<file path="src/rtl/pzbcm_fifo_reader.sv">
// Show-ahead FIFO read adapter: pops the FIFO into a 2-entry skid buffer
// and presents a valid/ready stream. Define PZBCM_FIFO_READER_COUNT_EN to add o_count.
module pzbcm_fifo_reader #(
  parameter int  WIDTH       = 8,
  parameter type TYPE        = logic [WIDTH-1:0],
  parameter int  COUNT_WIDTH = 16
)(
  input  logic i_clk,
  input  logic i_rst_n,
  input  logic i_clear,
  input  logic i_empty,
  output logic o_pop,
  input  TYPE  i_data,
  output logic o_valid,
  input  logic i_ready,
  output TYPE  o_data
`ifdef PZBCM_FIFO_READER_COUNT_EN
  ,
  output logic [COUNT_WIDTH-1:0] o_count
`endif
);

  typedef enum logic [1:0] {
    EMPTY,
    ONE,
    TWO
  } state_t;

  state_t state;
  TYPE    head;
  TYPE    tail;
  logic   valid;
  logic   push;
  logic   pull;

  if (COUNT_WIDTH < 1) begin : g_bad_count_width
    $error("COUNT_WIDTH must be at least 1");
  end

  // The pop decision looks only at registered state and FIFO/clear inputs,
  // so downstream ready never reaches o_pop combinationally.
  assign o_pop = i_rst_n && !i_empty && !i_clear && (state != TWO);
  assign push  = o_pop;
  assign pull  = valid && i_ready;

  // NOTE: state is updated with non-blocking assignments so every branch
  // reads the pre-edge values of head/tail/state, which the head <= tail shift relies on.
  always_ff @(posedge i_clk or negedge i_rst_n) begin
    if (!i_rst_n) begin
      state <= EMPTY;
      valid <= 1'b0;
      head  <= '0;
      tail  <= '0;
    end else if (i_clear) begin
      state <= EMPTY;
      valid <= 1'b0;
      head  <= '0;
      tail  <= '0;
    end else begin
      case (state)
        EMPTY: begin
          if (push) begin
            state <= ONE;
            valid <= 1'b1;
            head  <= i_data;
          end
        end
        ONE: begin
          if (push && !pull) begin
            state <= TWO;
            tail  <= i_data;
          end else if (!push && pull) begin
            state <= EMPTY;
            valid <= 1'b0;
          end else if (push && pull) begin
            head  <= i_data;
          end
        end
        TWO: begin
          if (pull) begin
            state <= ONE;
            head  <= tail;
          end
        end
        default: begin
          state <= EMPTY;
          valid <= 1'b0;
        end
      endcase
    end
  end

  assign o_valid = valid;
  assign o_data  = head;

`ifdef PZBCM_FIFO_READER_COUNT_EN
  logic [COUNT_WIDTH-1:0] count;

  // Counts every downstream handshake; flushes do not rewind it.
  always_ff @(posedge i_clk or negedge i_rst_n) begin
    if (!i_rst_n) begin
      count <= '0;
    end else if (pull) begin
      count <= count + COUNT_WIDTH'(1);
    end
  end

  assign o_count = count;
`endif

endmodule

</file>
<file path="config.mk">
export PLATFORM = sky130hd
export DESIGN_NAME = pzbcm_fifo_reader
export DESIGN_NICKNAME = d
export VERILOG_FILES = /design/src/rtl/pzbcm_fifo_reader.sv
export SDC_FILE = /design/constraint.sdc
export NUM_CORES = 1
export LEC_CHECK = 0
export CAP_MARGIN = 0
export CORE_MARGIN = 3
export CORE_UTILIZATION = 40
export CTS_BUF_LIST = sky130_fd_sc_hd__clkbuf_8 sky130_fd_sc_hd__clkbuf_16
export DETAILED_ROUTE_END_ITERATION = 8
export PLACE_DENSITY_LB_ADDON = 0.05
export SYNTH_ARGS = -nofsm -noshare
export SYNTH_HDL_FRONTEND = slang
export SYNTH_SLANG_ARGS = --single-unit
</file>
<file path="constraint.sdc">
create_clock -name i_clk -period 2.4 [get_ports i_clk]
set_input_delay 0.48 -clock i_clk [delete_from_list [all_inputs] [get_ports i_clk]]
set_output_delay 0.48 -clock i_clk [all_outputs]
set_load 0.1 [all_outputs]
</file>
==> results_dict.tcl, run 1 <==
set metrics [dict create \
    num_rows 17 \
    totalWireLength_mm 2.16 \
    first_global_vias 704 \
    critPathLaunchType "flop" \
    hold_viol 0 \
    status "finished clean" \
    hold_path.class "primary input to asynchronous set/reset pin" \
    cp.required_ns 1.92 \
    max_slew_margin_pct 64.0 \
    synth_cells 92 \
    first_iter_violations 8 \
    cts_setup_buffers 0 \
    cts-buffers-inserted 3 \
    cts_resized 0 \
    area.growth.synth_to_final_pct 29.7 \
    path_buf_inv 2 \
    maxCapViolations 0 \
    fmax_ghz 0.480 \
    worst_ir_drop_vdd_v 0.000923 \
    holdWs_ns 0.407 \
    seq_area_frac_synth_pct 46.7 \
    final_cell_area_sq_um 1320 \
    clkTransAtPathRegs_ns 0.07 \
    final_cell_mix "dfrtp_1, nor2_1, mux2i_1, buf_4, clkdlybuf4s50_1" \
    synth.area.top_cells "dfrtp_1, mux2i_1, nor2_1" \
    cp_slowest_cell "dfrtp_1" \
    io_buffers 22 \
    cts_num_sinks 19 \
    wl_per_cell_um 14.8 \
    die_x_um 56.5 \
    synth.distinct_cells 22 \
    crit_path_max_fanout 9 \
    cts_buffer_depth 2 \
    final-setup-viol-count 0 \
    cts_hold_buffers 0 \
    p_leak_nw 0.630 \
    cts_tree "done" \
    die_area_sq_um 3190 \
    core_area_sq_um 2320 \
    overflow 0 \
    grt_pass1_wl_mm 3.57 \
    synth_top_area_share_pct 46.7 \
    antenna_found_initial 0 \
    routed_via_density 5.17 \
    powerDensity_nw_per_um2 1250 \
    post-route-period-util_pct 86.8 \
    yosysWarnings 0 \
    ant_nets 0 \
    rsz0062_at_grt "no" \
    critPathKind "flop to output port" \
    fin_skew_ns 0.00124 \
    drive_above_1_share_pct 20.3 \
    syn-mean-instance-area_sq_um 11.1 \
    synth_nets 109 \
    dr.pass1.iters 4 \
    h-tree-depth 1 \
    clock_latency_ns 0.25 \
    crit_family "flip-flops" \
    start_util_pct 43.9 \
    cp_num_cells 4 \
    drc 0 \
    cp_cell_sequence "inv_1, ha_1, nor3_4, buf_12" \
    place_area_sq_um 1270 \
    end_kind "output port" \
    io_pins 23 \
    clock-root-buffer "clkbuf_8" \
    slew_violations 0 \
    cp_slowest_stage_delay_ns 0.40 \
    dieHeight_um 56.5 \
    period_minus_slack_ns 2.08 \
    grtUsageTotal_pct 14.4 \
    tns_ns 0 \
    final_common_cell "dfrtp_1" \
    hpwl_mm 1.58 \
    cp.arrival_ns 1.60 \
    grt_max_degree 22 \
    antenna_cells 0 \
    synth-seq-cells 19 \
    worstRegToRegCells 6 \
    gp_congestion 0.769 \
    tightestPinTransition_ns 0.540 \
    vias 755 \
    synth_area_sq_um 1020 \
    yosysTopAreaCell "dfrtp_1" \
    final_nets 136 \
    final_util_pct 57.0 \
]
-- flip-flops by register name, summed over array words and instances (netlist names) --
| signal | count |
|---|---|
| tail | 8 |
| o_data | 8 |
| o_valid | 1 |
| state | 2 |
-- power breakdown --
| part | internal (mW) | leakage, nW | switching [mW] | total (mW) |
|---|---|---|---|---|
| registers | 0.401 | 0.258 | 0.0539 | 0.455 |
| clock network | 0.115 | 0.0255 | 0.109 | 0.224 |
| logic | 0.246 | 0.347 | 0.723 | 0.970 |
| total | 0.763 | 0.630 | 0.886 | 1.65 |
-- final timing paths --
path	slack [ns]	to	startpoint
setup / recovery	0.32	o_pop	state[0]
hold / removal	0.41	o_valid	i_rst_n
setup reg to reg	0.41	o_data[2]	state[0]
hold reg to reg	0.52	tail[0]	tail[0]
max in group asynchronous	1.52	o_data[0]	i_rst_n
min in group i_clk	0.52	tail[0]	tail[0]
-- per-layer routing --
metal  share of wire, %  wire length, um  GRT usage, %  up-vias
li1                   -                -             -      381
met3                4.8              103          3.91        2
met2                 46             1000          21.5       16
met5                  0                0             0        -
met1                 48             1040          20.2      356
met4               0.74               16          4.07        0
-- logic make-up (layout without fill, tap and decap cells) --
family | Yosys count | count (layout) | share of synthesized area, %
buf+inv | 8 | 34 | 4.55
simple gates | 27 | 27 | 12.7
compound gates | 16 | 16 | 13.5
flops | 19 | 19 | 46.7
fa+ha+maj | 4 | 4 | 4.91
mux | 18 | 18 | 17.7
-- metrics by stage --
| step | total power [mW] | setup WS [ns] | cells |
|---|---|---|---|
| 2_1_floorplan | 1.24 | 0.174 | 92 |
| 3_3_place_gp | 1.43 | 0.361 | 142 |
| 3_5_place_dp | 1.44 | 0.299 | 142 |
| 4_1_cts | 1.66 | 0.295 | 146 |
| 5_1_grt | 1.73 | 0.219 | 146 |
| 6_report | 1.65 | 0.317 | 146 |
-- Yosys cell counts --
library cell and number:
inv_1 3, a211oi_1 6, ha_1 4, nor3b_4 1, buf_2 1, o2bb2ai_1 1
a21oi_1 3, a211oi_2 2, o31ai_1 1, or3_1 1, buf_6 2, nand2_1 1
dfrtp_1 19, nor2_1 18, nor3_1 3, o21bai_1 1, nand2b_1 2, o22a_1 1
o221a_4 1, nand3_1 1, clkbuf_1 2, mux2i_1 18
-- cell type report --
type	instances	area, sq um
Clock buffer	3	41.3
Clock inverter	1	5.00
Fill cell	216	997
Inverter	3	11.3
Multi-Input combinational cell	65	508
Sequential cell	19	475
Tap cell	28	35.0
Timing Repair Buffer	27	245
Power figures use the tool's default switching activity.
==> run 2: changes to the inputs <==
==> constraint.sdc (replaced) <==
create_clock -name i_clk -period 2.2 [get_ports i_clk]
set_input_delay 0.44 -clock i_clk [delete_from_list [all_inputs] [get_ports i_clk]]
set_output_delay 0.44 -clock i_clk [all_outputs]
set_load 0.05 [all_outputs]
==> run 2 against run 1 <==
Combinational power down 18%. Non-clock buffer count rose by 1. Critical path depth did not move. Sequential share of layout area fell by 0.64 points. Clock power rose by 8.9%. Register-to-register slack worse by 0.07 ns. Total power down 7.2%.
==> results_dict.tcl, run 2 (same netlist as run 1, synthesis figures left out) <==
set metrics [dict create \
    cp.arrival_ns 1.50 \
    fmax_ghz 0.515 \
    cp.required_ns 1.76 \
    cts_tree "done" \
    tightestPinTransition_ns 0.505 \
    vias 764 \
    cp_cell_sequence "clkdlybuf4s50_1, nand2b_1, nor3_2, buf_12" \
    rsz0062_at_grt "no" \
    area.growth.synth_to_final_pct 32.1 \
    period_minus_slack_ns 1.94 \
    h-tree-depth 1 \
    powerDensity_nw_per_um2 1140 \
    cts_setup_buffers 0 \
    nFillCells 213 \
    final-setup-viol-count 0 \
    dr.pass1.iters 3 \
    tns_ns 0 \
    place_area_sq_um 1300 \
    worst_ir_drop_vdd_v 0.000671 \
    setup_slack_ns 0.260 \
    cp_slowest_cell "clkdlybuf4s50_1" \
    final_cell_mix "clkdlybuf4s50_1, dfrtp_1, nor2_1, mux2i_1" \
    pre_cts_ws_ns 0.155 \
    status "finished clean" \
    max_slew_margin_pct 66.2 \
    cts_num_sinks 19 \
    p_leak_nw 0.621 \
    critPathKind "primary input to output port" \
    crit_path_max_fanout 4 \
    cts_buffer_depth 2 \
    final_common_cell "clkdlybuf4s50_1" \
    dp.cells 143 \
    die_x_um 56.5 \
    drive_above_1_share_pct 13.4 \
    maxCapViolations 0 \
    die_area_sq_um 3190 \
    first_iter_violations 7 \
    first_global_vias 736 \
    cts_resized 0 \
    final_cells 147 \
    grtUsageTotal_pct 14.2 \
    clkTransAtPathRegs_ns 0.07 \
    hold_path.class "flop to flop" \
    antenna_cells 0 \
    end_kind "output port" \
    totalWireLength_mm 2.09 \
    hpwl_mm 1.51 \
    final_util_pct 58.0 \
    core_area_sq_um 2320 \
    min_from "tail[4]" \
    io_pins 23 \
    grt_max_degree 22 \
    io_buffers 22 \
    dieHeight_um 56.5 \
    routed_via_density 5.20 \
    overflow 0 \
    num_rows 17 \
    final_nets 137 \
    antenna_found_initial 0 \
    crit_start "i_empty" \
    post-route-period-util_pct 88.2 \
    clock-root-buffer "clkbuf_8" \
    grt_pass1_wl_mm 3.49 \
    rr_startpoint "state[0]" \
    wl_per_cell_um 14.2 \
    cts_hold_buffers 0 \
    gp_congestion 0.780 \
    final_cell_area_sq_um 1350 \
    cts-buffers-inserted 3 \
    hold_viol 0 \
    slew_violations 0 \
    holdWs_ns 0.528 \
    ant_nets 0 \
    start_util_pct 43.9 \
    p_total_mw 1.53 \
    drc 0 \
    cp_slowest_stage_delay_ns 0.46 \
    fin_skew_ns 0.00322 \
    clock_latency_ns 0.26 \
    critPathLaunchType "primary input" \
]
[run 2: cell count changes in the layout (fill, tap and decap cells not counted)]
cell / before / now
clkdlybuf4s50_1: 12 / 21
buf_4: 14 / 6
nor3_2: 0 / 1
nor3_4: 1 / 0
[run 2: worst max-delay path: cells and delay by family]
family,cells,cell delay (ns)
AND/OR/NAND/NOR,2,0.43
buffers and inverters,2,0.63
[run 2: power by group]
part	switching, mW	internal, mW	total [mW]
registers	0.0568	0.438	0.495
clock network	0.118	0.126	0.244
logic	0.498	0.295	0.793
total	0.672	0.858	1.53
[run 2: worst paths after layout]
kind,end,slack [ns],cells after the start
max reg2reg,o_data[2],0.34,7
min,tail[4],0.53,2
max,o_pop,0.26,4
min reg2reg,tail[4],0.53,2
max in group asynchronous,o_data[5],1.48,2
min in group asynchronous,o_data[1],0.58,2
[run 2: final cells by class]
cell class,count,area [sq um],share of cell area [%]
sequential,19,475,35.3
tap,28,35.0,2.60
multi-input combinational,65,502,37.3
clock inverter,1,5.00,0.372
clock buffer,3,41.3,3.07
timing repair buffer,28,275,20.5
inverter,3,11.3,0.837
[run 2: per-layer routing]
| metal | wire length [um] | global-route usage (%) |
|---|---|---|
| met5 | 0 | 0 |
| met3 | 88 | 2.76 |
| met1 | 1010 | 19.1 |
| met4 | 42 | 8.14 |
| met2 | 951 | 21.0 |
